--- src/rtl/tlc_pkt_pkg.sv ---
// tlc_pkt_pkg: shared state encoding, fifo_data field positions and counter width
package tlc_pkt_pkg;
   localparam int CNT_W = 16;
   typedef enum logic [1:0] {ST_IDLE = 2'd0, ST_PASS = 2'd1, ST_DROP = 2'd2} state_e;
   function automatic int bit_eop(input int dw);
      return dw;
   endfunction
   function automatic int bit_trunc(input int dw);
      return dw + 1;
   endfunction
endpackage

--- src/rtl/tlc_pkt_wr_ctrl_if.sv ---
// tlc_pkt_wr_ctrl_if: framed input stream, FIFO write side and statistics
interface tlc_pkt_wr_ctrl_if #(parameter int c_DATA_WIDTH = 64);
   import tlc_pkt_pkg::*;
   logic                    in_valid;
   logic                    in_sop;
   logic                    in_eop;
   logic [c_DATA_WIDTH-1:0] in_data;
   logic                    fifo_afull;
   logic                    fifo_wr_en;
   logic                    fifo_wr_eop;
   logic [c_DATA_WIDTH+1:0] fifo_data;
   logic                    pkt_err;
   logic [CNT_W-1:0]        drop_cnt;
   logic [CNT_W-1:0]        trunc_cnt;
   modport master (
      output in_valid, in_sop, in_eop, in_data, fifo_afull,
      input  fifo_wr_en, fifo_wr_eop, fifo_data, pkt_err, drop_cnt, trunc_cnt
   );
   modport slave (
      input  in_valid, in_sop, in_eop, in_data, fifo_afull,
      output fifo_wr_en, fifo_wr_eop, fifo_data, pkt_err, drop_cnt, trunc_cnt
   );
endinterface

--- src/rtl/tlc_sat_cnt.sv ---
// tlc_sat_cnt: saturating incrementer with async active-low reset
module tlc_sat_cnt #(parameter int W = 16) (
   input  logic         clk,
   input  logic         rstn,
   input  logic         inc,
   output logic [W-1:0] cnt
);
   logic [W-1:0] cnt_q, cnt_d;
   always_comb cnt_d = (inc && cnt_q != '1) ? cnt_q + 1'b1 : cnt_q;
   always_ff @(posedge clk or negedge rstn)
      if (!rstn) cnt_q <= '0;
      else       cnt_q <= cnt_d;
   assign cnt = cnt_q;
endmodule

--- src/rtl/tlc_pkt_wr_ctrl.sv ---
// tlc_pkt_wr_ctrl: admits, truncates or drops framed packets ahead of the async packet FIFO
module tlc_pkt_wr_ctrl
   import tlc_pkt_pkg::*;
#(
   parameter int c_DATA_WIDTH    = 64,
   parameter int c_MAX_PKT_WORDS = 128,
   parameter int c_LEN_WIDTH     = 8
) (
   input logic                 clk,
   input logic                 rstn,
   tlc_pkt_wr_ctrl_if.slave    bus
);
   localparam int BIT_EOP   = bit_eop(c_DATA_WIDTH);
   localparam int BIT_TRUNC = bit_trunc(c_DATA_WIDTH);
   localparam logic [c_LEN_WIDTH-1:0] MAX_LEN = c_LEN_WIDTH'(c_MAX_PKT_WORDS);
   state_e                  state_q, state_d;
   logic [c_LEN_WIDTH-1:0]  len_q, len_d, len_inc;
   logic                    wr_en_q, wr_en_d;
   logic                    wr_eop_q, wr_eop_d;
   logic                    err_q, err_d;
   logic [c_DATA_WIDTH+1:0] data_q, data_d;
   logic                    eop_f, trunc_f, admit, drop_inc, trunc_inc;
   assign len_inc = (state_q == ST_IDLE) ? c_LEN_WIDTH'(1) : len_q + 1'b1;
   assign admit   = bus.in_valid && ((state_q == ST_IDLE && bus.in_sop && !bus.fifo_afull) ||
                                     (state_q == ST_PASS && !bus.in_sop));
   always_comb begin
      state_d   = state_q;
      len_d     = len_q;
      wr_en_d   = 1'b0;
      wr_eop_d  = 1'b0;
      err_d     = 1'b0;
      eop_f     = 1'b0;
      trunc_f   = 1'b0;
      drop_inc  = 1'b0;
      trunc_inc = 1'b0;
      if (admit) begin
         wr_en_d = 1'b1;
         len_d   = len_inc;
         if (bus.in_eop) begin
            eop_f    = 1'b1;
            wr_eop_d = 1'b1;
            state_d  = ST_IDLE;
         end else if (len_inc == MAX_LEN) begin
            eop_f     = 1'b1;
            trunc_f   = 1'b1;
            wr_eop_d  = 1'b1;
            err_d     = 1'b1;
            trunc_inc = 1'b1;
            state_d   = ST_DROP;
         end else
            state_d = ST_PASS;
      end else if (bus.in_valid) begin
         // sop outside DROP that was not admitted: afull at admission, or a stray sop that closes the open packet
         if (bus.in_sop && state_q != ST_DROP) begin
            drop_inc = 1'b1;
            wr_eop_d = (state_q == ST_PASS);
            err_d    = (state_q == ST_PASS);
            state_d  = bus.in_eop ? ST_IDLE : ST_DROP;
         end else if (state_q == ST_IDLE)
            err_d = 1'b1;
         else if (bus.in_eop)
            state_d = ST_IDLE;
      end
      data_d = '0;
      if (wr_en_d) begin
         data_d[c_DATA_WIDTH-1:0] = bus.in_data;
         data_d[BIT_EOP]          = eop_f;
         data_d[BIT_TRUNC]        = trunc_f;
      end
   end
   always_ff @(posedge clk or negedge rstn)
      if (!rstn) begin
         state_q  <= ST_IDLE;
         len_q    <= '0;
         wr_en_q  <= 1'b0;
         wr_eop_q <= 1'b0;
         err_q    <= 1'b0;
         data_q   <= '0;
      end else begin
         state_q  <= state_d;
         len_q    <= len_d;
         wr_en_q  <= wr_en_d;
         wr_eop_q <= wr_eop_d;
         err_q    <= err_d;
         data_q   <= data_d;
      end
   tlc_sat_cnt #(.W(CNT_W)) u_drop_cnt  (.clk(clk), .rstn(rstn), .inc(drop_inc),  .cnt(bus.drop_cnt));
   tlc_sat_cnt #(.W(CNT_W)) u_trunc_cnt (.clk(clk), .rstn(rstn), .inc(trunc_inc), .cnt(bus.trunc_cnt));
   assign bus.fifo_wr_en  = wr_en_q;
   assign bus.fifo_wr_eop = wr_eop_q;
   assign bus.fifo_data   = data_q;
   assign bus.pkt_err     = err_q;
endmodule

--- src/flat_wrapper.sv ---
// flat-port wrapper written by rule: the top's interface ports become plain ports
module tlc_pkt_wr_ctrl_flat import tlc_pkt_pkg::*;
#(
   parameter int c_DATA_WIDTH    = 64,
   parameter int c_MAX_PKT_WORDS = 128,
   parameter int c_LEN_WIDTH     = 8
)
  (clk, rstn, bus_in_valid, bus_in_sop, bus_in_eop, bus_in_data, bus_fifo_afull, bus_fifo_wr_en, bus_fifo_wr_eop, bus_fifo_data, bus_pkt_err, bus_drop_cnt, bus_trunc_cnt);
  tlc_pkt_wr_ctrl_if #(.c_DATA_WIDTH(c_DATA_WIDTH)) bus_i ();
  input logic clk;
  input logic rstn;
  input wire logic [$bits(bus_i.in_valid)-1:0] bus_in_valid;
  input wire logic [$bits(bus_i.in_sop)-1:0] bus_in_sop;
  input wire logic [$bits(bus_i.in_eop)-1:0] bus_in_eop;
  input wire logic [$bits(bus_i.in_data)-1:0] bus_in_data;
  input wire logic [$bits(bus_i.fifo_afull)-1:0] bus_fifo_afull;
  output wire logic [$bits(bus_i.fifo_wr_en)-1:0] bus_fifo_wr_en;
  output wire logic [$bits(bus_i.fifo_wr_eop)-1:0] bus_fifo_wr_eop;
  output wire logic [$bits(bus_i.fifo_data)-1:0] bus_fifo_data;
  output wire logic [$bits(bus_i.pkt_err)-1:0] bus_pkt_err;
  output wire logic [$bits(bus_i.drop_cnt)-1:0] bus_drop_cnt;
  output wire logic [$bits(bus_i.trunc_cnt)-1:0] bus_trunc_cnt;
  assign bus_i.in_valid = bus_in_valid;
  assign bus_i.in_sop = bus_in_sop;
  assign bus_i.in_eop = bus_in_eop;
  assign bus_i.in_data = bus_in_data;
  assign bus_i.fifo_afull = bus_fifo_afull;
  assign bus_fifo_wr_en = bus_i.fifo_wr_en;
  assign bus_fifo_wr_eop = bus_i.fifo_wr_eop;
  assign bus_fifo_data = bus_i.fifo_data;
  assign bus_pkt_err = bus_i.pkt_err;
  assign bus_drop_cnt = bus_i.drop_cnt;
  assign bus_trunc_cnt = bus_i.trunc_cnt;
  tlc_pkt_wr_ctrl #(.c_DATA_WIDTH(c_DATA_WIDTH), .c_MAX_PKT_WORDS(c_MAX_PKT_WORDS), .c_LEN_WIDTH(c_LEN_WIDTH)) u_core (.clk(clk), .rstn(rstn), .bus(bus_i));
endmodule
--- config.mk ---
export PLATFORM = sky130hd
export DESIGN_NAME = tlc_pkt_wr_ctrl_flat
export DESIGN_NICKNAME = d
export VERILOG_FILES = /design/src/rtl/tlc_pkt_pkg.sv /design/src/rtl/tlc_pkt_wr_ctrl_if.sv /design/src/rtl/tlc_sat_cnt.sv /design/src/rtl/tlc_pkt_wr_ctrl.sv /design/src/flat_wrapper.sv
export SDC_FILE = /design/constraint.sdc
export NUM_CORES = 1
export LEC_CHECK = 0
export BUFFER_PORTS_ARGS = -buffer_cell sky130_fd_sc_hd__buf_2
export CAP_MARGIN = 25
export CELL_PAD_IN_SITES_DETAIL_PLACEMENT = 0
export CELL_PAD_IN_SITES_GLOBAL_PLACEMENT = 1
export CORE_UTILIZATION = 38
export CTS_BUF_LIST = sky130_fd_sc_hd__clkbuf_2 sky130_fd_sc_hd__clkbuf_4 sky130_fd_sc_hd__clkbuf_8
export DETAILED_ROUTE_END_ITERATION = 16
export PLACE_DENSITY_LB_ADDON = 0.1
export SLEW_MARGIN = 40
export SYNTH_ARGS = -nofsm -noshare
export SYNTH_HDL_FRONTEND = slang
export SYNTH_SLANG_ARGS = --single-unit
--- constraint.sdc ---
create_clock -name clk -period 2.99 [get_ports clk]
set_input_delay 0.598 -clock clk [delete_from_list [all_inputs] [get_ports clk]]
set_output_delay 0.598 -clock clk [all_outputs]
set_load 0.05 [all_outputs]
# After elaboration in Yosys (flattened, before gate mapping)
# Cells that the tools add are included.
[op_classes]
n_eq_ne = 6
n_reduce_logical = 14
add_sub_neg = 3
mux = 26
[op_table]
columns = ["operator", "n"]
rows = [
  ["$mux 66", 1],
  ["$add 16x1->16 const B", 2],
  ["$ne 16x16->1 const B", 2],
  ["$mux 1", 16],
  ["$mux 2", 8],
  ["$add 8x1->8 const B", 1],
  ["$eq 8x8->1 const B", 1],
  ["$mux 8", 1],
  ["$logic_and 1x1->1", 7],
  ["$ne 3x2->1 const B", 1],
  ["$reduce_and 3->1", 1],
  ["$reduce_bool 3->1", 1],
  ["$eq 2x1->1 const B", 1],
  ["$logic_not 1->1", 2],
  ["$logic_not 2->1", 1],
  ["$ne 2x2->1 const B", 1],
  ["$reduce_bool 2->1", 1],
  ["$logic_or 1x1->1", 1],
]
[word_totals]
regBits = 111
out_inout_bits = 101

# Logic depth before layout (Yosys ltp)
# Gate-level depths: netlist of run 1.
[logic_depth]
depth_word = 7
depth_mapped = 10
depth_no_buf = 8

# By module
# A second synthesis of run 1 with hierarchy kept.
[unflattened]
hier_cells = 378
area_unflattened_um2 = 4650.7
[modules_own_cells]
columns = ["mod", "cells_each", "seq_area_each_um2", "area_per_inst_um2", "n_inst"]
rows = [
  ["tlc_pkt_wr_ctrl", 234, 1976.9, 2931.6, 1],
  ["tlc_sat_cnt", 72, 400.4, 859.6, 2],
]

# Worst setup path after synthesis of run 1
# No wires, ideal clock.
[synth_timing]
kind = "input to register"
from = "input port bus_in_sop"
to = "register u_core.u_trunc_cnt.cnt_q[1], in the netlist u_core.u_trunc_cnt.cnt[1]"
n_path_buf = 2
arrival_ps = 2480
setup_time_ps = 125
path_slack_ps = 385
stages = 10
required_ps = 2865
path_cell_list = "buf_4 > or3b_1 > and2_1 > or2_1 > buf_6 > clkinv_4 > nand2b_4 > a41oi_2 > and2_1 > mux2_2"
[synth_via]
elab_chain_len = 6
word_cells_on_any_way = 8
classes_between = "mux: 1; reduce/logical: 7"
[synth_rtl]
columns = ["item", "line_no", "text"]
rows = [
  ["start: declaration", "flat_wrapper.sv:13", "input wire logic [$bits(bus_i.in_sop)-1:0] bus_in_sop;"],
  ["$logic_and 1x1->1 or $logic_not 1->1 (tied branches)", "tlc_pkt_wr_ctrl.sv:24, tlc_pkt_wr_ctrl.sv:25", ""],
  ["$logic_and 1x1->1 (on tied branches)", "tlc_pkt_wr_ctrl.sv:24, tlc_pkt_wr_ctrl.sv:25", ""],
  ["$logic_or 1x1->1 *", "tlc_pkt_wr_ctrl.sv:24", "assign admit = bus.in_valid && ((state_q == ST_IDLE && bus.in_sop && !bus.fifo_afull) ||"],
  ["$logic_and 1x1->1 *", "tlc_pkt_wr_ctrl.sv:24", ""],
  ["$mux 1 *", "tlc_pkt_wr_ctrl.sv:36", "if (admit) begin"],
  ["$logic_and 1x1->1 *", "tlc_sat_cnt.sv:9", "always_comb cnt_d = (inc && cnt_q != '1) ? cnt_q + 1'b1 : cnt_q;"],
  ["end signal: assignment", "tlc_sat_cnt.sv:12", "else cnt_q <= cnt_d;"],
  ["end: declaration", "tlc_sat_cnt.sv:8", "logic [W-1:0] cnt_q, cnt_d;"],
]
# Every way passes the cells marked *; elsewhere a longest branch is shown, timed or not.
# A chain may end at the register's enable or synchronous reset.

# Worst setup path in the final report of run 1
[layout_timing]
from = "register u_core.state_q[0]"
to = "register u_core.u_trunc_cnt.cnt_q[13], in the netlist u_core.u_trunc_cnt.cnt[13]"
[layout_via]
elab_chain_len = 7
word_cells_on_any_way = 13
classes_between = "eq/ne: 2; mux: 4; reduce/logical: 7"
[layout_rtl]
columns = ["item", "line_no", "text"]
rows = [
  ["start: declaration", "tlc_pkt_wr_ctrl.sv:16", "state_e state_q, state_d;"],
  ["start signal: assignment", "tlc_pkt_wr_ctrl.sv:80", "state_q <= state_d;"],
  ["$logic_not 2->1", "tlc_pkt_wr_ctrl.sv:23, tlc_pkt_wr_ctrl.sv:24", ""],
  ["$mux 8 or $logic_and 1x1->1 (tied branches)", "tlc_pkt_wr_ctrl.sv:23, tlc_pkt_wr_ctrl.sv:24", ""],
  ["$eq 8x8->1 or $logic_and 1x1->1 (tied branches)", "tlc_pkt_wr_ctrl.sv:43, tlc_pkt_wr_ctrl.sv:24", ""],
  ["$mux 1 or $logic_or 1x1->1 (tied branches)", "tlc_pkt_wr_ctrl.sv:43, tlc_pkt_wr_ctrl.sv:24", ""],
  ["$mux 1 or $logic_and 1x1->1 (tied branches)", "tlc_pkt_wr_ctrl.sv:39, tlc_pkt_wr_ctrl.sv:24", ""],
  ["$mux 1 *", "tlc_pkt_wr_ctrl.sv:36", ""],
  ["$logic_and 1x1->1 *", "tlc_sat_cnt.sv:9", ""],
]
# Marks and branches as above.

==> results by stage, run 1 <==
Status:
- The flow ran to the end, and the final reports show no timing, DRC or antenna violations.

Clock network:
- The clock root buffer is sky130_fd_sc_hd__clkbuf_8.
- The clock latency of the later-clocked register in the worst-skew pair is 0.37 ns.
- The clock drives 111 sinks.
- The clock passes through at most 2 buffers.
- The CTS tree is built.
- In this run, post-CTS repair resized a total of 0 instances.
- Buffers added to address setup during post-CTS repair amount to 0.
- Hold repair after CTS inserted 0 buffers.
- In this run, CTS created clock tree buffers numbering 9.
- The clock input transition at the sequential cells of the worst setup and hold paths is roughly 0.1 ns.
- The H-tree generated during clock tree synthesis spans 3 levels.

Routing:
- In the routed layout, each cell is associated on average with a via count of approximately 4.7.
- The number of nets still failing antenna checks after routing is 0.
- The total routed wirelength is slightly above 9 mm.
- For this block, the initial DRC count from the detailed router was 108.
- The number of remaining DRC errors is 0.
- The pre-antenna-repair detailed-routing pass consisted of 5 iterations.
- The wire length per cell is 13.4 microns.
- The total via count in the routed design is 3249.

STA:
- Across the routed clock network, the largest skew measured is 0.00894 ns.
- Based on the critical path, the design can be clocked at up to 399 MHz.
- For the pin with the worst max-slew slack, the measured transition is 0.526 ns.
- Of the available clock period, the critical path in the final layout requires 83.9%.
- The final hold violation count is 0.
- In the final timing run, aggregate negative setup slack is 0 ns.
- Setup violations remaining at the end of the flow were counted as 0.
- The worst hold margin is 0.0788 ns.
- The final critical-path setup slack is 0.483 ns.
- The worst-case headroom to the max-slew limit is between 60% and 70%.
- Setup repair after global routing left no endpoint under its margin.
- The final number of max-transition violations is 0.
- The final critical path time including I/O delays and setup is 2.51 ns.

Worst hold path:
- The worst hold-check path type is input port to async pin.

Placement:
- The weighted congestion reported at the end of routability-driven placement is 0.750.
- The post-placement cell area is 0.00541 sq mm.
- Detailed placement finished with a half-perimeter wire length of 6.62 mm.
- The count of buffers inserted at the top-level ports is between 150 and 200.
- Timing analysis after detailed placement gives a worst setup slack of approximately 0.26 ns.
- The placed cell count is about 670.

Synth:
- The synthesized design contains 111 register bits.
- Sequential elements use 63.3% of the synthesized area.
- The mean post-synth cell area is 11.9 sq um.
- The most used flip-flop cell after synthesis is sky130_fd_sc_hd__dfrtp_1.
- The total number of yosys warnings is 0.
- The number of synthesized flops with an enable pin is 0.
- The async set-or-reset flop fraction in the synthesized netlist is 100%.
- When the netlist entered floorplanning its net count stood at roughly 440.
- The post-synthesis cell type count is 42.
- The post-synthesis cell count is 370.
- In this run the cell area of the synthesized design comes to 0.00439 sq mm.

Global routing:
- The initial antenna violation count was 0.
- For this run the aggregate overflow at the end of global routing stands at 0.
- The first global-routing pass estimated around 15 mm of wire.
- The maximum number of pins on one net before global-route repair is 53.
- Global routing used between 15 and 20% of the available tracks across all layers.
- The number of global-route vias before repair came to between 3000 and 4000.

Finish:
- Relative to the synthesized area, the layout overhead comes to 28.3%.
- Cells with a size suffix above 1 make up 36.3% of the layout.
- The total number of nets in the final design is 618.
- Cells fill 51.0% of the core in the end.
- Excluding fillers, the count of instances in the completed layout stands at about 700.
- The number of inserted filler cells in the final layout is 1029.
- Leaving out fill and tap cells, the most frequent cells in the layout are 169 x sky130_fd_sc_hd__buf_2, 111 x sky130_fd_sc_hd__dfrtp_1, 68 x sky130_fd_sc_hd__and2_1, 27 x sky130_fd_sc_hd__nand2_1, 22 x sky130_fd_sc_hd__o21ai_0.
- Leaving out fill and tap cells, the most frequent cell in the layout is sky130_fd_sc_hd__buf_2.
- With fillers left out, the area of the finished cells amounts to between 0.005 and 0.006 sq mm.
- The repair_antennas step left the layout with diodes totalling 0.

Critical path:
- The startpoint type of the worst setup path is a register.
- The type of element capturing the critical path is a register.
- The delay of the slowest critical-path stage is 0.50 ns.
- STA puts the critical path data required time at 3.29 ns.
- The signal arrival time at the worst endpoint is 2.80 ns.
- In this run the critical register-to-register path is launched from u_core.state_q[0]$_DFFE_PN0P_.
- The reg-to-reg critical path endpoint is u_core.u_trunc_cnt.cnt[13]$_DFFE_PN0P_.
- The signal on the critical path passes through or3b_1 -> and2_1 -> or2_1 -> clkinv_4 -> nand2b_4 -> or3b_4 -> nor4_1 -> xor2_1.
- The number of cells on the worst reg-to-reg path is 8.
- By startpoint and endpoint, the worst setup path is classified as register to register.
- For flop-to-flop paths, the worst setup slack is between 0.4 and 0.5 ns.
- In this run the worst path has a maximum fanout of 10.
- The slowest cell on the critical path is sky130_fd_sc_hd__dfrtp_1.

Run:
- Across the run, the number of max-cap violations was 0.

Floorplanning:
- For this configuration, the core starts out at a cell density of 39.8%.
- The die covers approximately 0.012 sq mm.
- In this run the standard cell core region covers 0.0110 sq mm.
- Measured along the y axis, the die boundary spans 109 microns.
- The total I/O pin count is 171.
- After floorplanning, the core was divided into 38 placement rows.
- The width of the die is 109 microns.

Power and ir drop:
- The leakage dissipation is 3.12 nW.
- Summing internal, switching and leakage power gives between 3 and 4 mW.
- Power spread over the standard cell area amounts to 603 mW/mm^2.
- Across the VDD grid, the largest voltage drop is between 600 and 700 uV.
-- final cells by class --
class                           count  area, sq um  share of cell area (%)
Tap cell                          140          175                    3.11
Clock inverter                      3         68.8                    1.22
Sequential cell                   111         2780                    49.4
Clock buffer                       11          145                    2.58
Inverter                            6         27.5                   0.489
Timing Repair Buffer              177          918                    16.3
Multi-Input combinational cell    240         1510                    26.9
-- cells in the mapped netlist (2+ instances only) --
| cell type | n | area share (%) |
|---|---|---|
| sky130_fd_sc_hd__a21oi_1 | 4 | 0.46 |
| sky130_fd_sc_hd__and2_1 | 68 | 9.7 |
| sky130_fd_sc_hd__and3_1 | 10 | 1.4 |
| sky130_fd_sc_hd__and4_1 | 2 | 0.40 |
| sky130_fd_sc_hd__buf_6 | 2 | 0.51 |
| sky130_fd_sc_hd__clkbuf_1 | 10 | 0.86 |
| sky130_fd_sc_hd__dfrtp_1 | 111 | 63 |
| sky130_fd_sc_hd__ha_1 | 3 | 0.86 |
| sky130_fd_sc_hd__inv_1 | 5 | 0.43 |
| sky130_fd_sc_hd__mux2_2 | 2 | 0.51 |
| sky130_fd_sc_hd__nand2_1 | 27 | 2.3 |
| sky130_fd_sc_hd__nand2b_1 | 4 | 0.57 |
| sky130_fd_sc_hd__nand3_1 | 14 | 1.6 |
| sky130_fd_sc_hd__nand4_1 | 10 | 1.4 |
| sky130_fd_sc_hd__nor2_1 | 9 | 0.77 |
| sky130_fd_sc_hd__nor3_1 | 8 | 0.91 |
| sky130_fd_sc_hd__nor4_1 | 4 | 0.57 |
| sky130_fd_sc_hd__nor4b_1 | 2 | 0.40 |
| sky130_fd_sc_hd__o21ai_0 | 22 | 2.5 |
| sky130_fd_sc_hd__o31ai_1 | 2 | 0.34 |
| sky130_fd_sc_hd__or4_1 | 2 | 0.34 |
| sky130_fd_sc_hd__xnor2_1 | 16 | 3.2 |
| sky130_fd_sc_hd__xor2_1 | 14 | 2.8 |
-- registers in the layout, indices dropped and copies added (netlist names) --
signal	count
u_core.bus.fifo_wr_en	1
u_core.len_q	8
u_core.bus.fifo_data	66
u_core.bus.pkt_err	1
u_core.u_drop_cnt.cnt	16
u_core.bus.fifo_wr_eop	1
u_core.u_trunc_cnt.cnt	16
u_core.state_q	2
-- worst max path at each step --
stage / from / end / slack, ns / cells after the start
6_report: u_core.state_q[0]$_DFFE_PN0P_ / u_core.u_trunc_cnt.cnt[13]$_DFFE_PN0P_ / 0.48 / 8
2_1_floorplan: bus_in_sop / u_core.u_trunc_cnt.cnt[1]$_DFFE_PN0P_ / 0.39 / 10
3_5_place_dp: bus_in_sop / u_core.u_trunc_cnt.cnt[13]$_DFFE_PN0P_ / 0.26 / 9
4_1_cts: u_core.state_q[0]$_DFFE_PN0P_ / u_core.u_trunc_cnt.cnt[13]$_DFFE_PN0P_ / 0.46 / 8
5_1_grt: u_core.state_q[0]$_DFFE_PN0P_ / u_core.u_trunc_cnt.cnt[13]$_DFFE_PN0P_ / 0.27 / 8
3_3_place_gp: bus_in_sop / u_core.u_trunc_cnt.cnt[13]$_DFFE_PN0P_ / 0.35 / 9
-- critical path: cells and delay by family (launching register included) --
kind                      cells  cell delay (ns)
DFF                           1             0.50
buffers and inverters         1             0.09
xor gates and xnor gates      1             0.18
and+or+nand+nor               6             1.67
-- report_power, final --
part           total, mW  internal (mW)  switching (mW)
Combinational      0.704          0.203           0.501
Sequential          1.70           1.60           0.101
Clock              0.987          0.497           0.489
-- cell families (layout without fill, tap and decap cells) --
family	Yosys count	count (layout)	share of synthesized area, %
AO/OA/AOI/OAI	36	36	4.93
buffers and inverters	19	197	2.17
flip-flops	111	111	63.3
multiplexers	2	2	0.513
AND/OR/NAND/NOR	169	169	22.2
XOR/XNOR	30	30	5.99
adder cells (fa/ha/maj)	3	3	0.856
-- layer usage --
metal / track usage (%) / routed length [microns] / vias to the layer above
met5: 0 / 0 / -
met4: 8.57 / 237 / 0
met3: 5.69 / 736 / 17
met2: 25.0 / 4290 / 116
met1: 20.4 / 3960 / 1531
li1: - / - / 1585
(Power assumes the default switching activity.)
==> run 2, diff against run 1 <==
Settings changed: ABC_AREA from default to 1, CORE_UTILIZATION 38 to 33.
Clock period 2.99 ns to 2.2 ns, I/O delays scaled along.
==> run 2 against run 1 <==
The flow now finishes with violations (negative hold slack); sequential share of layout area shrank 4.5 points; die area grew 27%; total power up 73%; sequential cell count did not move; clock power grew 46%; hold slack lost 0.080 ns; global-route usage up 0.79 points; first-iteration DRC count is 89% higher; setup slack worse by 0.23 ns; highest routed layer unchanged.
==> results by stage, run 2 <==
Global routing:
- The first-pass GRT wire length is around 20 mm.
- The number of global-route vias before repair was 4144.
- Global routing finished with a remaining overflow of 0.
- The combined global-route utilization of all metal layers is 17.1%.
- The maximum number of pins on one net before global-route repair is 82.
- The initial antenna violation count is 0.

Run:
- Across the run, the number of max-cap violations was 0.

STA:
- In the final timing run, aggregate negative setup slack is 0 ns.
- Setup violations remaining at the end of the flow were counted as 0.
- On the final layout, the worst hold slack is -0.000895 ns.
- Setup repair after global routing left no endpoint under its margin.
- The clock arrives with 0.00615 ns of skew.
- Measured against its own limit, the worst slew margin works out to 60.7%.
- The transition time at the pin with the least slew margin is 0.590 ns.
- The final hold violation count came to 1.
- In the post-route analysis, the smallest setup slack over all paths is 0.254 ns.
- Based on the critical path, the design can be clocked at up to 514 MHz.
- The final critical path time including I/O delays and setup is 1.95 ns.
- Of the available clock period, the critical path in the final layout requires roughly nine tenths.
- The final number of max-transition violations is 0.

Critical path:
- The worst setup path is of the register to register kind.
- The signal arrival time at the worst endpoint is 2.28 ns.
- The delay of the slowest critical-path stage is 0.42 ns.
- The type of element capturing the critical path is a register.
- The slowest cell on the critical path is sky130_fd_sc_hd__dfrtp_1.
- The worst register-to-register path begins at u_core.len_q[1]$_DFFE_PN0P_.
- Together, buffers and inverters on the worst path number 2.
- The required time of the critical path is between 2 and 3 ns.
- The worst setup path is launched from a register.
- Across all register-to-register paths, the minimum setup slack is between 0.2 and 0.3 ns.
- The number of cells on the worst reg-to-reg path is 11.
- The cell class contributing the biggest share of worst-path delay is simple AND/OR/NAND/NOR gates.
- The reg-to-reg critical path endpoint is u_core.u_trunc_cnt.cnt[9]$_DFFE_PN0P_.
- The critical-path maximum fanout is 15.
- Walking the worst path, the cells encountered are ha_1 -> nand2_1 -> nor2_1 -> nand3_1 -> nand3_2 -> inv_2 -> nor2_4 -> nand3_4 -> inv_2 -> nand3_1 -> nand2_1.

Synth:
- The total number of yosys warnings is 0.
- The share of the synthesized area in the top cell type is approximately 57%.
- The number of nets in the synthesized netlist is 653.
- After synthesis, the cell types taking the most area are sky130_fd_sc_hd__dfrtp_1 57%, sky130_fd_sc_hd__inv_1 9.0%, sky130_fd_sc_hd__nand2_1 8.7%.
- The post-synthesis cell type count is 32.
- Sequential cells were found to cover around 57% of the synthesized design area.
- The synthesized netlist occupies a cell area of 0.00486 sq mm.
- After technology mapping, the gate count stands at 580.
- The most numerous cell in the Yosys netlist is sky130_fd_sc_hd__inv_1.
- The async set-or-reset flop fraction in the synthesized netlist is 100%.
- Of all cell types, the one taking the most synthesized area is sky130_fd_sc_hd__dfrtp_1.
- Ranked by instance count, the synthesized netlist is headed by 116 x sky130_fd_sc_hd__inv_1, 113 x sky130_fd_sc_hd__nand2_1, 111 x sky130_fd_sc_hd__dfrtp_1.
- Yosys mapped a number of flops with a built-in enable equal to 0.
- Each instance of the synthesized netlist takes up on average approximately 8.4 sq um.
- The primary flip-flop cell chosen by synthesis mapping is sky130_fd_sc_hd__dfrtp_1.
- The count of state elements after synthesis is 111.

Floorplanning:
- The height of the chip is between 100 and 150 microns.
- Pin placement for this block handled 171 I/O pins.
- The floorplan has 43 rows.
- The die covers 0.0152 sq mm.
- The floorplan step set the die width to 123 microns.
- For this configuration, the core starts out at a cell density of 34.5%.
- In this run the standard cell core region covers 0.0141 sq mm.

Power and ir drop:
- The switching part of the total power is 41.3%.
- The leakage dissipation is 3.64 nW.
- In this run the power density over the cells is 946 mW/mm^2.
- Cell internal power was estimated by the tool at 3.44 mW.
- Overall power consumption after layout is estimated at 5.86 mW.
- The switching power is 2.42 mW.
- Per report_power, the combinational group accounts for roughly 32% of the total.
- The worst-case IR drop observed on VDD is 427 uV.
- The clock network is responsible for between 20% and 30% of the overall power.
- The sequential share of power is 43.4%.

Worst hold path:
- In this run the worst hold path is classified as input port to async pin.

Clock network:
- The clock latency of the later-clocked register in the worst-skew pair is 0.39 ns.
- The number of CTS-inserted buffers is 9.
- The clock passes through at most 2 buffers.
- The H-tree was split into 3 levels.
- The count of hold buffers inserted by post-cts repair is 0.
- TritonCTS built the clock tree.
- The tree built by TritonCTS fans out to 111 sinks.
- The clock input transition at the sequential cells of the worst setup and hold paths is 0.11 ns.
- Clock tree synthesis selected as its root buffer the cell sky130_fd_sc_hd__clkbuf_8.
- The number of setup buffers added after CTS is 0.

Finish:
- Leaving out fill and tap cells, the most frequent cell in the layout is sky130_fd_sc_hd__buf_2.
- The post-route netlist has 27.4% of its cells at a drive strength greater than 1.
- The count of inserted antenna diode cells is 0.
- The register with the most flip-flops in the layout has 66 of them.
- The multi-input gate area in the final layout is between 0.0015 and 0.002 sq mm.
- Leaving out fill and tap cells, the most frequent cells in the layout are 169 x sky130_fd_sc_hd__buf_2, 116 x sky130_fd_sc_hd__inv_1, 113 x sky130_fd_sc_hd__nand2_1, 111 x sky130_fd_sc_hd__dfrtp_1, 106 x sky130_fd_sc_hd__nor2_1.
- Excluding fillers, the count of instances in the completed layout stands at 940.
- The number of inserted filler cells in the final layout is 1474.
- The area of all sequential standard cells is 0.00278 sq mm.
- The total number of nets in the final design is 828.
- From synthesis to final layout, the design area changed by 27.4%.

Routing:
- In this run the remaining antenna-violating nets after routing total 0.
- Dividing the detail-routed via count by the number of cells gives 4.41.
- The number of design-rule violations left by the first detailed-router iteration is 204.
- The first-pass detailed-route iteration total is 4.
- Summing over every cut layer, the via total after detailed routing is 4142.
- The wire length per cell is 13.0 microns.
- The total routed wirelength is about 12 mm.
- In the routed design, unresolved DRC markers number 0.

Placement:
- The weighted congestion reported at the end of routability-driven placement is around 0.79.
- The minimum setup slack after placement is 0.0335 ns.
- Port buffering added 170 buffers.
- The detailed placement HPWL is a little over 9 mm.
- The placed cell count is 924.

Status:
- The flow ran to the end, but the final reports show violations.
- The final reports fail on negative hold slack.
==> run 2: power by group through the flow <==
| stage | combinational, mW | clock, mW | sequential, mW |
|---|---|---|---|
| 2_1_floorplan | 0.701 | 0 | 3.22 |
| 3_3_place_gp | 1.89 | 0 | 2.58 |
| 3_5_place_dp | 1.90 | 0 | 2.58 |
| 4_1_cts | 1.90 | 1.49 | 2.55 |
| 5_1_grt | 2.07 | 1.56 | 2.59 |
| 6_report | 1.88 | 1.44 | 2.54 |
==> run 2: worst max path at each step <==
stage / start / depth (start not counted) / slack [ns] / to
6_report: u_core.len_q[1]$_DFFE_PN0P_ / 11 / 0.25 / u_core.u_trunc_cnt.cnt[9]$_DFFE_PN0P_
2_1_floorplan: u_core.u_drop_cnt.cnt[0]$_DFFE_PN0P_ / 9 / 0.28 / u_core.u_drop_cnt.cnt[13]$_DFFE_PN0P_
5_1_grt: u_core.len_q[0]$_DFFE_PN0P_ / 12 / 0.02 / u_core.u_trunc_cnt.cnt[9]$_DFFE_PN0P_
3_5_place_dp: bus_in_sop / 8 / 0.03 / u_core.state_q[1]$_DFFE_PN0P_
3_3_place_gp: bus_in_sop / 8 / 0.1 / u_core.state_q[1]$_DFFE_PN0P_
4_1_cts: u_core.state_q[0]$_DFFE_PN0P_ / 8 / 0.09 / u_core.state_q[1]$_DFFE_PN0P_
==> run 2: kinds of logic after synthesis <==
family | share of synthesized area (%)
DFF | 57.2
and+or+nand+nor | 25.6
xor gates and xnor gates | 2.70
adders and majority gates | 0.773
buffers and inverters | 10.5
AOI/OAI and AO/OA | 3.27
==> run 2: layer usage <==
layer / up-vias / wire [microns] / GRT usage [%]
met5: - / 0 / 0
met4: 0 / 214 / 7.15
met3: 14 / 1000 / 5.86
met2: 126 / 5890 / 28.2
met1: 1914 / 5100 / 20.4
li1: 2088 / - / -
==> run 2: repair_timing <==
item                                    in CTS  in global routing
endpoints found under the hold margin        0                  0
resized for setup                            0                  3
endpoints found under the setup margin       0                  2
==> run 2: cell type report <==
class	count	share of cell area [%]
multi-input cells	337	25.5
flip-flops and latches	111	44.9
inverters	121	7.38
well taps	180	3.64
repair buffers	175	14.9
clock inverters	7	1.78
clock buffers	9	2.00
==> run 2: metrics by stage <==
step / utilization, % / instance area (sq um)
finish: 43.9 / 6190
global route: 43.9 / 6190
CTS: 43.8 / 6180
detailed placement: 42.2 / 5950
global placement: 42.2 / 5950
floorplan: - / 4860
==> run 3, diff against run 2 <==
Settings changed: BUFFER_PORTS_ARGS -buffer_cell sky130_fd_sc_hd__buf_2 to -buffer_cell sky130_fd_sc_hd__buf_4.
==> run 3 against run 2 <==
The run now ends clean; core utilization is 2.7 points higher; count of clock-buffer cells in the layout is 3 higher; first-iteration DRC count is 16% lower; clock skew is 0.0020 ns higher; sequential share of layout area is 2.6 points lower; via count is 1.9% lower; register-to-register slack worse by 0.03 ns; cell count stayed put; critical path depth is 3 lower; combinational power is 8% higher; sequential power hardly changed; critical endpoint is now u_core.u_drop_cnt.cnt[6]$_DFFE_PN0P_; largest cell class unchanged.
==> results by stage, run 3 (synthesis results as in run 2) <==
Status:
- The flow ran to the end, and the final reports show no timing, DRC or antenna violations.

Clock network:
- The root buffer cell chosen for the clock tree is sky130_fd_sc_hd__clkbuf_8.
- The worst-case clock buffer depth is 2.
- The clock drives 111 sinks.
- The maximum level of the CTS H-tree is 3.
- The clock latency of the later-clocked register in the worst-skew pair is 0.38 ns.
- In this run, CTS created clock tree buffers numbering 9.
- The CTS tree is built.
- The clock input transition at the sequential cells of the worst setup and hold paths is 0.11 ns.

Power and ir drop:
- The sequential share of power is ~44%.
- The power per cell area is between 800 and 900 mW/mm^2.
- The combinational cell fraction of total power is between 30% and 40%.
- Across the VDD grid, the largest voltage drop is 528 uV.
- The switching power is 2.38 mW.
- The leakage dissipation is 3.68 nW.
- The clock network fraction of design power is 21.1%.
- The internal power contribution is around 3.4 mW.
- Net switching is 41.1% of the power.

Routing:
- After detailed routing, the number of remaining DRC violations is 0.
- Summing over every cut layer, the via total after detailed routing is 4064.
- The mean number of vias per cell is 4.32.
- The number of design-rule violations left by the first detailed-router iteration is 172.
- The total routed wirelength is 12.3 mm.
- The wire length per cell is between 10 and 15 microns.
- The first detailed-routing pass took 4 iterations.
- The number of nets still failing antenna checks after routing is 0.

Finish:
- Leaving out fill and tap cells, the most frequent cells in the layout are 172 x sky130_fd_sc_hd__buf_4, 116 x sky130_fd_sc_hd__inv_1, 113 x sky130_fd_sc_hd__nand2_1, 111 x sky130_fd_sc_hd__dfrtp_1, 106 x sky130_fd_sc_hd__nor2_1.
- Leaving out fill and tap cells, the most frequent cell in the layout is sky130_fd_sc_hd__buf_4.
- The number of inserted filler cells in the final layout is 1397.
- The area of all sequential standard cells is around 0.0028 sq mm.
- The post-route netlist has 27.4% of its cells at a drive strength greater than 1.
- The count of inserted antenna diode cells is 0.
- For this run, the post-layout net count is around 830.
- The register with the most flip-flops in the layout has 66 of them.
- The multi-input combinational cells in the finished layout cover a total of approximately 0.0016 sq mm.
- Once layout is done, the placed cells without fillers occupy 0.00657 sq mm.
- Compared with the post-synthesis result, the final layout area differs by 35.3%.

Floorplanning:
- The core area is 0.0141 sq mm.
- The floorplan step set the die height to about 120 microns.
- The full die area is 0.0152 sq mm.
- The total I/O pin count is 171.
- Row generation in the floorplan step produced 43 rows.
- The initial cell density of the core is roughly a third.
- The width of the die is 123 microns.

Global routing:
- Entering global routing, the biggest net connects a little over 80 pins.
- The first-pass GRT wire length is slightly above 20 mm.
- The combined global-route utilization of all metal layers is approximately 17%.
- Global routing finished with a remaining overflow of 0.
- The number of global-route vias before repair is 4138.
- The initial antenna violation count is 0.

Placement:
- Summed over all nets, the half-perimeter wirelength after detailed placement is 9.11 mm.
- The weighted congestion reported at the end of routability-driven placement is 0.769.
- The count of buffers inserted at the top-level ports is 170.
- In this run the cell area measured after placement is between 0.006 and 0.007 sq mm.

STA:
- For the final routed database, the setup TNS stands at 0 ns.
- Of the available clock period, the critical path in the final layout requires 90.0%.
- The highest clock frequency the design can meet is 505 MHz.
- The largest clock skew in the final design is between 0.008 and 0.009 ns.
- The worst-case headroom to the max-slew limit is 59.7%.
- Counting I/O delays and the setup requirement, the final critical path takes slightly below 2 ns.
- For the pin with the worst max-slew slack, the measured transition is 0.604 ns.
- The final number of max-transition violations is 0.
- The setup violation total in the final timing report is 0.
- The final hold violation count came to 0.
- Setup repair after global routing left no endpoint under its margin.

Critical path:
- The required time of the critical path is about 2.5 ns.
- The classification of the worst setup path is register to register.
- Of all nets on the critical path, the largest fanout is 17.
- The signal arrival time at the worst endpoint is 2.26 ns.
- The worst setup path is launched from a register.
- The type of element capturing the critical path is a register.

Run:
- The number of max-capacitance violations reported is 0.

Worst hold path:
- The path class of the tightest hold or removal check is input port to async pin.
## run 3: cell types whose count changed in the layout (fill, tap and decap cells not counted), moves of 2 or more
cell	before	now
sky130_fd_sc_hd__buf_2	169	0
sky130_fd_sc_hd__buf_4	3	172
sky130_fd_sc_hd__bufinv_16	2	0
sky130_fd_sc_hd__clkbuf_8	9	11
sky130_fd_sc_hd__inv_6	1	3
sky130_fd_sc_hd__inv_8	3	0
## run 3: final cells by class
class                           instances  share of cell area [%]
Clock buffer                           12                    2.42
Timing Repair Buffer                  175                    20.4
Inverter                              121                    6.91
Clock inverter                          4                   0.533
Multi-Input combinational cell        337                    24.0
Tap cell                              180                    3.43
Sequential cell                       111                    42.3
## run 3: power by group through the flow
| stage | sequential [mW] | clock (mW) | combinational (mW) |
|---|---|---|---|
| finish | 2.56 | 1.22 | 2.03 |
| CTS | 2.56 | 1.30 | 2.04 |
| global placement | 2.59 | 0 | 2.03 |
| floorplan | 3.22 | 0 | 0.701 |
| global route | 2.60 | 1.38 | 2.21 |
| detailed placement | 2.59 | 0 | 2.04 |
## run 3: metrics by stage
| stage | util, % | cells | hold WS, ns | setup slack (ns) | total power, mW |
|---|---|---|---|---|---|
| after global routing | 46.6 | 940 | 0.0288 | 0.00174 | 6.19 |
| after detailed placement | 45.2 | 924 | 0.462 | 0.0919 | 4.63 |
| after floorplan | - | 580 | 0.144 | 0.284 | 3.92 |
| after CTS | 46.6 | 940 | 0.0231 | 0.127 | 5.90 |
| after global placement | 45.2 | 924 | 0.462 | 0.108 | 4.62 |
| final | 46.6 | 940 | 0.0259 | 0.221 | 5.80 |
## run 3: what timing repair did
item / CTS / global route
hold buffers: 0 / 0
gates resized for setup: 0 / 1
setup endpoints to repair: 0 / 1
buffers inserted: 0 / 0
## run 3: final timing paths
kind                       slack (ns)  cells past startpoint                              endpoint                            startpoint
max reg2reg                      0.22                      8  u_core.u_drop_cnt.cnt[6]$_DFFE_PN0P_  u_core.u_drop_cnt.cnt[0]$_DFFE_PN0P_
max                              0.22                      8  u_core.u_drop_cnt.cnt[6]$_DFFE_PN0P_  u_core.u_drop_cnt.cnt[0]$_DFFE_PN0P_
min                              0.03                      1     u_core.bus.fifo_data[2]$_DFF_PN0_                                  rstn
min in group clk                 0.26                      3     u_core.bus.fifo_data[4]$_DFF_PN0_                        bus_in_data[4]
max in group asynchronous        1.58                      2    u_core.bus.fifo_data[33]$_DFF_PN0_                                  rstn
min reg2reg                      0.54                      1  u_core.u_drop_cnt.cnt[7]$_DFFE_PN0P_  u_core.u_drop_cnt.cnt[7]$_DFFE_PN0P_
## run 3: per-layer routing
metal	GRT usage [%]	vias up	routed length [microns]
met1	19.9	1862	5090
met4	4.74	0	52
met3	8.39	2	1190
met5	0	-	0
met2	29.2	125	6000
li1	-	2075	-
## run 3: worst max-delay path, stage by stage (launching register included)
cell and delay [ns]:
sky130_fd_sc_hd__dfrtp_1 0.47, sky130_fd_sc_hd__ha_1 0.26, sky130_fd_sc_hd__nand3_1 0.14, sky130_fd_sc_hd__inv_1 0.09, sky130_fd_sc_hd__nand4_1 0.11, sky130_fd_sc_hd__nand3_2 0.21, sky130_fd_sc_hd__inv_2 0.31, sky130_fd_sc_hd__nand2_1 0.11
sky130_fd_sc_hd__xor2_1 0.16
